File: src/rtl/traffic_light_if.sv
// traffic_light_if: mode word in, lamp drive and pedestrian status out
interface traffic_light_if;
  logic [1:0] trafficMode;
  logic [2:0] nsLight;
  logic [2:0] ewLight;
  logic       pedWalk;
  logic       pedPending;
  logic [3:0] phase;
  modport master (output trafficMode, input nsLight, ewLight, pedWalk, pedPending, phase);
  modport slave  (input trafficMode, output nsLight, ewLight, pedWalk, pedPending, phase);
endinterface

File: src/rtl/traffic_light_sequencer.sv
// traffic_light_sequencer: timed NS/EW lamp sequencing with pedestrian, night-flash and emergency preemption
module traffic_light_sequencer #(
  parameter int unsigned GREEN_CYCLES  = 20,
  parameter int unsigned YELLOW_CYCLES = 4,
  parameter int unsigned ALLRED_CYCLES = 2,
  parameter int unsigned WALK_CYCLES   = 10,
  parameter int unsigned CLEAR_CYCLES  = 6,
  parameter int unsigned FLASH_HALF    = 2,
  parameter int unsigned CNT_W         = 8
) (
  input logic clk,
  input logic rst,
  traffic_light_if.slave bus
);
  typedef enum logic [3:0] {
    ALL_RED   = 4'd0,
    NS_G      = 4'd1,
    NS_Y      = 4'd2,
    EW_G      = 4'd3,
    EW_Y      = 4'd4,
    PED_WALK  = 4'd5,
    PED_CLEAR = 4'd6,
    NIGHT     = 4'd7,
    EMG       = 4'd8
  } state_t;
  localparam logic [CNT_W-1:0] G_LD  = CNT_W'(GREEN_CYCLES - 1);
  localparam logic [CNT_W-1:0] Y_LD  = CNT_W'(YELLOW_CYCLES - 1);
  localparam logic [CNT_W-1:0] AR_LD = CNT_W'(ALLRED_CYCLES - 1);
  localparam logic [CNT_W-1:0] W_LD  = CNT_W'(WALK_CYCLES - 1);
  localparam logic [CNT_W-1:0] C_LD  = CNT_W'(CLEAR_CYCLES - 1);
  localparam logic [CNT_W-1:0] F_LD  = CNT_W'(FLASH_HALF - 1);
  state_t           state, state_nx;
  logic [CNT_W-1:0] timer, flash_cnt, load;
  logic             next_dir, next_dir_nx, ped_pending, flash;
  logic [1:0]       prev_mode;
  logic             done, emg, night, ped_rise, entry, flashing;
  logic [2:0]       ns, ew;
  logic             walk;
  assign done     = timer == '0;
  assign emg      = bus.trafficMode == 2'b11;
  assign night    = bus.trafficMode == 2'b01;
  assign ped_rise = bus.trafficMode == 2'b10 && prev_mode != 2'b10;
  assign entry    = state_nx != state;
  assign flashing = state_nx == NIGHT || state_nx == PED_CLEAR;
  // next_dir: 0 selects NS green next, 1 selects EW green next
  always_comb begin
    state_nx    = state;
    next_dir_nx = next_dir;
    case (state)
      NS_G:      if (emg || done) state_nx = NS_Y;
      NS_Y:      if (done) begin state_nx = ALL_RED; next_dir_nx = 1'b1; end
      EW_G:      if (emg || done) state_nx = EW_Y;
      EW_Y:      if (done) begin state_nx = ALL_RED; next_dir_nx = 1'b0; end
      ALL_RED:   if (emg) state_nx = EMG;
                 else if (done) state_nx = ped_pending ? PED_WALK : night ? NIGHT : next_dir ? EW_G : NS_G;
      PED_WALK:  if (emg) state_nx = EMG; else if (done) state_nx = PED_CLEAR;
      PED_CLEAR: if (emg) state_nx = EMG; else if (done) state_nx = next_dir ? EW_G : NS_G;
      NIGHT:     if (emg) state_nx = EMG;
                 else if (!night) begin state_nx = ALL_RED; next_dir_nx = 1'b0; end
      EMG:       if (!emg) begin state_nx = ALL_RED; next_dir_nx = 1'b0; end
      default:   state_nx = ALL_RED;
    endcase
  end
  always_comb begin
    load = '0;
    case (state_nx)
      NS_G, EW_G: load = G_LD;
      NS_Y, EW_Y: load = Y_LD;
      ALL_RED:    load = AR_LD;
      PED_WALK:   load = W_LD;
      PED_CLEAR:  load = C_LD;
      default:    load = '0;
    endcase
  end
  always_ff @(posedge clk) begin
    if (rst) begin
      state       <= ALL_RED;
      timer       <= AR_LD;
      next_dir    <= 1'b0;
      ped_pending <= 1'b0;
      flash       <= 1'b1;
      flash_cnt   <= F_LD;
      prev_mode   <= 2'b00;
    end else begin
      state       <= state_nx;
      next_dir    <= next_dir_nx;
      prev_mode   <= bus.trafficMode;
      timer       <= entry ? load : done ? timer : timer - 1'b1;
      ped_pending <= (entry && state_nx == PED_WALK) ? 1'b0 : ped_rise ? 1'b1 : ped_pending;
      flash       <= (!flashing || entry) ? 1'b1 : flash_cnt == '0 ? ~flash : flash;
      flash_cnt   <= (!flashing || entry || flash_cnt == '0) ? F_LD : flash_cnt - 1'b1;
    end
  end
  always_comb begin
    ns   = 3'b100;
    ew   = 3'b100;
    walk = 1'b0;
    case (state)
      NS_G:      ns = 3'b001;
      NS_Y:      ns = 3'b010;
      EW_G:      ew = 3'b001;
      EW_Y:      ew = 3'b010;
      PED_WALK:  walk = 1'b1;
      PED_CLEAR: walk = flash;
      NIGHT:     begin ns = {1'b0, flash, 1'b0}; ew = {flash, 2'b00}; end
      default:   ;
    endcase
  end
  assign bus.nsLight    = ns;
  assign bus.ewLight    = ew;
  assign bus.pedWalk    = walk;
  assign bus.pedPending = ped_pending;
  assign bus.phase      = state;
endmodule
File: src/flat_wrapper.sv
// flat-port wrapper written by rule: the top's interface ports become plain ports
module traffic_light_sequencer_flat 
#(
  parameter int unsigned GREEN_CYCLES  = 20,
  parameter int unsigned YELLOW_CYCLES = 4,
  parameter int unsigned ALLRED_CYCLES = 2,
  parameter int unsigned WALK_CYCLES   = 10,
  parameter int unsigned CLEAR_CYCLES  = 6,
  parameter int unsigned FLASH_HALF    = 2,
  parameter int unsigned CNT_W         = 8
)
  (clk, rst, bus_trafficMode, bus_nsLight, bus_ewLight, bus_pedWalk, bus_pedPending, bus_phase);
  traffic_light_if bus_i ();
  input logic clk;
  input logic rst;
  input wire logic [$bits(bus_i.trafficMode)-1:0] bus_trafficMode;
  output wire logic [$bits(bus_i.nsLight)-1:0] bus_nsLight;
  output wire logic [$bits(bus_i.ewLight)-1:0] bus_ewLight;
  output wire logic [$bits(bus_i.pedWalk)-1:0] bus_pedWalk;
  output wire logic [$bits(bus_i.pedPending)-1:0] bus_pedPending;
  output wire logic [$bits(bus_i.phase)-1:0] bus_phase;
  assign bus_i.trafficMode = bus_trafficMode;
  assign bus_nsLight = bus_i.nsLight;
  assign bus_ewLight = bus_i.ewLight;
  assign bus_pedWalk = bus_i.pedWalk;
  assign bus_pedPending = bus_i.pedPending;
  assign bus_phase = bus_i.phase;
  traffic_light_sequencer #(.GREEN_CYCLES(GREEN_CYCLES), .YELLOW_CYCLES(YELLOW_CYCLES), .ALLRED_CYCLES(ALLRED_CYCLES), .WALK_CYCLES(WALK_CYCLES), .CLEAR_CYCLES(CLEAR_CYCLES), .FLASH_HALF(FLASH_HALF), .CNT_W(CNT_W)) u_core (.clk(clk), .rst(rst), .bus(bus_i));
endmodule
File: config.mk
export PLATFORM = sky130hd
export DESIGN_NAME = traffic_light_sequencer_flat
export DESIGN_NICKNAME = d
export VERILOG_FILES = /design/src/rtl/traffic_light_if.sv /design/src/rtl/traffic_light_sequencer.sv /design/src/flat_wrapper.sv
export SDC_FILE = /design/constraint.sdc
export NUM_CORES = 1
export LEC_CHECK = 0
export CAP_MARGIN = 5
export CORE_MARGIN = 5
export CORE_UTILIZATION = 45
export CTS_CLUSTER_DIAMETER = 80
export DETAILED_ROUTE_END_ITERATION = 10
export HOLD_SLACK_MARGIN = 0.12
export PLACE_DENSITY_LB_ADDON = 0.1
export SYNTH_ARGS = -nofsm -noshare
export SYNTH_HDL_FRONTEND = slang
export SYNTH_SLANG_ARGS = --single-unit
File: constraint.sdc
create_clock -name clk -period 3.26 [get_ports clk]
set_input_delay 0.489 -clock clk [delete_from_list [all_inputs] [get_ports clk]]
set_output_delay 0.489 -clock clk [all_outputs]
set_load 0.01 [all_outputs]
==> flow_metrics.env, run 1 <==
export IMPL_status="finished clean"
export IMPL_antenna_found_initial=0
export IMPL_grt_use_total_pct=17.3
export IMPL_ant_nets=0
export IMPL_hp_class="flop to flop"
export IMPL_start_util_pct=45.8
export IMPL_fin_crit_ns=2.87
export IMPL_drt_iter0_drc=248
export IMPL_synth_cell_types=54
export IMPL_period_share_pct=88.0
export IMPL_async_flop_share_pct=0
export IMPL_port_buffers=15
export IMPL_max_cap_viol_count=0
export IMPL_setup_viol=0
export IMPL_crit_chain="xor2_1, a21oi_1, o311a_1, o21ai_0, o211ai_2, or4_4, or2_1"
export IMPL_clkTransAtPathRegs_ns=0.09
export IMPL_ys_ff_latch=25
export IMPL_finalNetCount=239
export IMPL_seq_area_frac_synth_pct=30.1
export IMPL_drt_pass1_iterations=5
export IMPL_grt_pass1_wl_um=7100
export IMPL_max_freq_mhz=349
export IMPL_core_area_sq_um=3630
export IMPL_hold_buffers=0
export IMPL_vdd_drop_max_mv=0.382
export IMPL_crit_type="flop to flop"
export IMPL_die_area_sq_um=5010
export IMPL_grt_pass1_vias=1524
export IMPL_drc=0
export IMPL_worst_pin_slew_ns=0.717
export IMPL_insertion_delay_ns=0.27
export IMPL_synth_ff_type="dfxtp_1"
export IMPL_max_stage_delay_ns=0.79
export IMPL_arrival_ns=3.04
export IMPL_drive_above_1_share_pct=10.4
export IMPL_grt_overflow=0
export IMPL_grt_max_degree=21
export IMPL_synth_cells=215
export IMPL_pin_count=16
export IMPL_final_setup_worst_slack_ns=0.393
export IMPL_utilization_pct=53.0
export IMPL_setup_tns_final_ns=0
export IMPL_syn_area_sq_um=1660
export IMPL_gp_congestion=0.927
export IMPL_ctsHtreeMaxLevel=1
export IMPL_cp_max_fo=20
export IMPL_finalClockSkew_ns=0.00699
export IMPL_yosys_warnings=0
export IMPL_cts_made_buffers=3
export IMPL_cts_sinks=25
export IMPL_rsz0062_at_grt="false"
export IMPL_postCtsSetupBuffers=0
export IMPL_fillCellCount=368
export IMPL_vias_per_cell=5.77
export IMPL_worstSetupEndpointType="flop"
export IMPL_cts_tree="built"
export IMPL_die_height_um=70.8
export IMPL_cts_root_buf="clkbuf_8"
export IMPL_syn_num_nets=222
export IMPL_dp_slack_ns=0.201
export IMPL_area_growth_pct=15.6
export IMPL_diodes=0
export IMPL_vias=1610
export IMPL_avgRoutedWirePerCell_um=14.9
export IMPL_rows=22
export IMPL_synth_edf_count=0
export IMPL_p_total_mw=1.92
export IMPL_power_leakage_nw=0.719
export IMPL_drt_wl_total_um=4160
export IMPL_relSlewSlack_pct=52.1
export IMPL_die_x_um=70.8
export IMPL_post_cts_resize_count=0
export IMPL_clockBufferDepth=2
export IMPL_crit_slowest_cell="dfxtp_1"
export IMPL_drv_slew=0
export IMPL_fin_hold_ws_ns=0.529
export IMPL_syn_avg_cell_area_sq_um=7.74
export IMPL_worstPathRequired_ns=3.43
export IMPL_power_density_nw_per_um2=995
export IMPL_start_kind="flop"
export IMPL_final_hold_viol_count=0
export IMPL_hpwl_um=3170
[per-stage QoR]
| step | std cells | cell area, sq um |
|---|---|---|
| final | 279 | 1920 |
| after global routing | 279 | 1920 |
| after CTS | 279 | 1920 |
| after detailed placement | 275 | 1880 |
| after global placement | 275 | 1880 |
| after floorplan | 215 | 1660 |
[layout make-up]
cell class                      instances  area [sq um]  share of cell area, %
Inverter                               10          37.5                   1.95
Timing Repair Buffer                   24           218                   11.3
Clock inverter                          1          7.51                  0.390
Clock buffer                            3          41.3                   2.15
Multi-Input combinational cell        168          1060                   55.1
Tap cell                               48          60.1                   3.12
Sequential cell                        25           500                   26.0
[registers in the layout, summed over array words and instances (netlist names)]
signal                 cells
u_core.bus.pedPending      1
u_core.bus.phase           4
u_core.flash               1
u_core.flash_cnt           8
u_core.next_dir            1
u_core.prev_mode           2
u_core.timer               8
[report_power, final]
part	switching, mW	internal (mW)
sequential	0.117	0.364
combinational	0.664	0.581
clock	0.103	0.0867
[synth_stat cells (4+ instances only)]
cell type  number  area [sq um]
nor4_1          4          25.0
nor2_1         30           113
a31oi_1         4          25.0
inv_1          10          37.5
xnor2_1         6          52.6
a21oi_1        12          60.1
buf_2           5          25.0
dfxtp_1        25           500
a211oi_1        5          37.5
xor2_1          6          52.6
nand2b_1        7          43.8
clkbuf_1        4          15.0
nand2_1        16          60.1
nor2b_1         6          37.5
nor3_1         11          55.1
nand3_1         6          30.0
o21ai_0         9          45.0
[worst max-delay path, delay by kind of cell, from the launching register on]
family / cells / cell delay, ns
AOI/OAI and AO/OA: 4 / 0.94
DFF: 1 / 0.79
and+or+nand+nor: 2 / 0.74
xor gates and xnor gates: 1 / 0.28
[layer usage]
layer | share of wire [%] | up-vias | track usage (%)
li1 | - | 797 | -
met5 | 0 | - | 0
met2 | 47 | 72 | 28.0
met1 | 44 | 726 | 22.8
met3 | 6.3 | 15 | 2.41
met4 | 3.0 | 0 | 7.52
[placed cells by master, fill, tap and decap left out, drive strengths merged, types with 4 or more instances in the layout]
master and instances:
nand2b 7, clkdlybuf4s50 15, a21oi 12, or4 4
xnor2 6, inv 10, a31oi 4, dfxtp 25
nor2b 6, o21ai 11, nor2 31, nor4 4
buf 9, a211oi 5, nand3 6, nor3 11
nand2 16, xor2 6
[worst paths after layout]
check	start	end	slack (ns)	cells past startpoint
setup / recovery	u_core.bus.phase[1]$_SDFF_PP0_	u_core.flash_cnt[0]$_SDFF_PP1_	0.39	7
hold reg to reg	u_core.timer[7]$_SDFFE_PP0P_	u_core.timer[6]$_SDFFE_PP0P_	0.53	2
hold / removal	u_core.timer[7]$_SDFFE_PP0P_	u_core.timer[6]$_SDFFE_PP0P_	0.53	2
setup reg to reg	u_core.bus.phase[1]$_SDFF_PP0_	u_core.flash_cnt[0]$_SDFF_PP1_	0.39	7
[cells by family after synthesis]
| logic type | after synthesis | share of synthesized area (%) |
|---|---|---|
| AOI/OAI and AO/OA | 54 | 23.2 |
| adders and majority gates | 3 | 2.26 |
| xor gates and xnor gates | 12 | 6.32 |
| buffers and inverters | 22 | 6.24 |
| and+or+nand+nor | 99 | 31.9 |
| DFF | 25 | 30.1 |
Note: power is estimated with default switching activity, not from simulation.
==> run 2: changes to the inputs <==
CELL_PAD_IN_SITES_DETAIL_PLACEMENT = 0   (was default)
CELL_PAD_IN_SITES_GLOBAL_PLACEMENT = 2   (was default)
CORE_UTILIZATION = 33   (was 45)
SKIP_LAST_GASP = 1   (was default)
==> flow_metrics.env, run 2 (same netlist as run 1, synthesis figures left out) <==
export IMPL_pin_count=16
export IMPL_cts_tree="built"
export IMPL_final_setup_worst_slack_ns=0.382
export IMPL_postCtsSetupBuffers=0
export IMPL_r2r_setup_slack_ns=0.39
export IMPL_avgRoutedWirePerCell_um=14.9
export IMPL_sw_frac_of_total_pct=46.4
export IMPL_finalNetCount=242
export IMPL_p_total_mw=1.97
export IMPL_dp_cells=297
export IMPL_design_area_sq_um=1970
export IMPL_cp_max_fo=8
export IMPL_worst_pin_slew_ns=0.613
export IMPL_grt_pass1_wl_um=7400
export IMPL_relSlewSlack_pct=59.1
export IMPL_insertion_delay_ns=0.27
export IMPL_fin_hold_ws_ns=0.529
export IMPL_gp_congestion=0.870
export IMPL_worstPathRequired_ns=3.43
export IMPL_hold_buffers=0
export IMPL_worstSetupEndpointType="flop"
export IMPL_max_cap_viol_count=0
export IMPL_final_cell_mix="nor2_1 (30), dfxtp_1 (25), nand2_1 (16), clkdlybuf4s50_1 (15)"
export IMPL_antenna_found_initial=0
export IMPL_min_to="u_core.flash_cnt[4]$_SDFF_PP0_"
export IMPL_grt_pass1_vias=1482
export IMPL_vdd_drop_max_mv=0.311
export IMPL_start_kind="input port"
export IMPL_reg2reg_to="u_core.timer[4]$_SDFFE_PP0P_"
export IMPL_drt_iter0_drc=113
export IMPL_dp_slack_ns=0.131
export IMPL_start_util_pct=34.5
export IMPL_rows=25
export IMPL_dpl_cell_area_sq_um=1920
export IMPL_utilization_pct=40.9
export IMPL_power_leakage_nw=0.738
export IMPL_post_cts_resize_count=0
export IMPL_p_clk_share_pct=9.8
export IMPL_power_internal_mw=1.06
export IMPL_die_height_um=81.0
export IMPL_min_path_cells=2
export IMPL_instances_no_fill=301
export IMPL_port_buffers=15
export IMPL_drc=0
export IMPL_final_common_cell="nor2_1"
export IMPL_setup_viol=0
export IMPL_clkTransAtPathRegs_ns=0.09
export IMPL_fin_crit_ns=2.88
export IMPL_p_switching_uw=914
export IMPL_ctsHtreeMaxLevel=1
export IMPL_drt_wl_total_um=4480
export IMPL_grt_use_total_pct=14.4
export IMPL_finalClockSkew_ns=0.00492
export IMPL_grt_max_degree=20
export IMPL_hpwl_um=3500
export IMPL_arrival_ns=3.05
export IMPL_min_delay_start="u_core.flash_cnt[4]$_SDFF_PP0_"
export IMPL_die_x_um=81.0
export IMPL_drive_above_1_share_pct=11.5
export IMPL_hp_class="flop to flop"
export IMPL_diodes=0
export IMPL_rsz0062_at_grt="false"
export IMPL_comb_power_share_pct=67.0
export IMPL_drv_slew=0
export IMPL_area_growth_pct=18.5
export IMPL_reg2reg_depth=11
export IMPL_grt_overflow=0
export IMPL_power_density_nw_per_um2=999
export IMPL_max_freq_mhz=347
export IMPL_vias=1622
export IMPL_cts_made_buffers=3
export IMPL_drt_pass1_iterations=4
export IMPL_ant_nets=0
export IMPL_period_share_pct=88.3
export IMPL_r2r_start="u_core.timer[0]$_SDFFE_PP1P_"
export IMPL_final_hold_viol_count=0
export IMPL_die_area_sq_um=6560
export IMPL_setup_tns_final_ns=0
export IMPL_cts_sinks=25
export IMPL_crit_type="input port to flop"
export IMPL_cts_root_buf="clkbuf_8"
export IMPL_p_seq_share_pct=23.1
export IMPL_clockBufferDepth=2
export IMPL_vias_per_cell=5.39
export IMPL_status="finished clean"
export IMPL_core_area_sq_um=4820
==> run 2: cell count changes in the layout (fill, tap and decap cells not counted) <==
cell,delta
buf_4,+3
clkinvlp_4,-1
inv_6,+1
==> run 2: worst max-delay path by stage <==
stage / startpoint / endpoint / slack, ns / cells past startpoint
3_3_place_gp: bus_trafficMode[1] / u_core.flash_cnt[0]$_SDFF_PP1_ / 0.19 / 8
4_1_cts: u_core.timer[0]$_SDFFE_PP1P_ / u_core.timer[4]$_SDFFE_PP0P_ / 0.41 / 11
3_5_place_dp: bus_trafficMode[1] / u_core.flash_cnt[0]$_SDFF_PP1_ / 0.13 / 8
6_report: bus_trafficMode[0] / u_core.flash_cnt[0]$_SDFF_PP1_ / 0.38 / 8
5_1_grt: u_core.timer[0]$_SDFFE_PP1P_ / u_core.timer[4]$_SDFFE_PP0P_ / 0.12 / 11
2_1_floorplan: u_core.timer[0]$_SDFFE_PP1P_ / u_core.flash_cnt[0]$_SDFF_PP1_ / 0.62 / 10
==> run 2: power by group through the flow <==
stage | sequential, mW | clock (mW) | combinational (mW)
after floorplan | 0.415 | 0 | 0.966
after CTS | 0.453 | 0.204 | 1.32
after global routing | 0.466 | 0.215 | 1.45
after detailed placement | 0.461 | 0 | 1.31
final | 0.456 | 0.194 | 1.32
after global placement | 0.464 | 0 | 1.32
==> run 2: cell type report <==
cell class	instances	area, sq um
Fill cell	528	2850
Inverter	10	37.5
Timing Repair Buffer	27	240
Clock buffer	3	41.3
Multi-Input combinational cell	168	1060
Tap cell	67	83.8
Sequential cell	25	500
Clock inverter	1	8.76
==> run 2: critical path, stage by stage <==
cell and delay (ns):
clkdlybuf4s50_1 0.58, inv_1 0.13, nor4_1 0.54, a21o_1 0.24, or4_4 0.17, o211ai_2 0.15, or4_4 0.51, or2_1 0.23
==> run 2: layer usage <==
metal	vias to the layer above	track usage [%]	share of wire, %
li1	807	-	-
met1	753	18.2	46
met2	52	24.5	48
met3	10	1.66	3.7
met4	0	6.08	2.8
met5	-	0	0
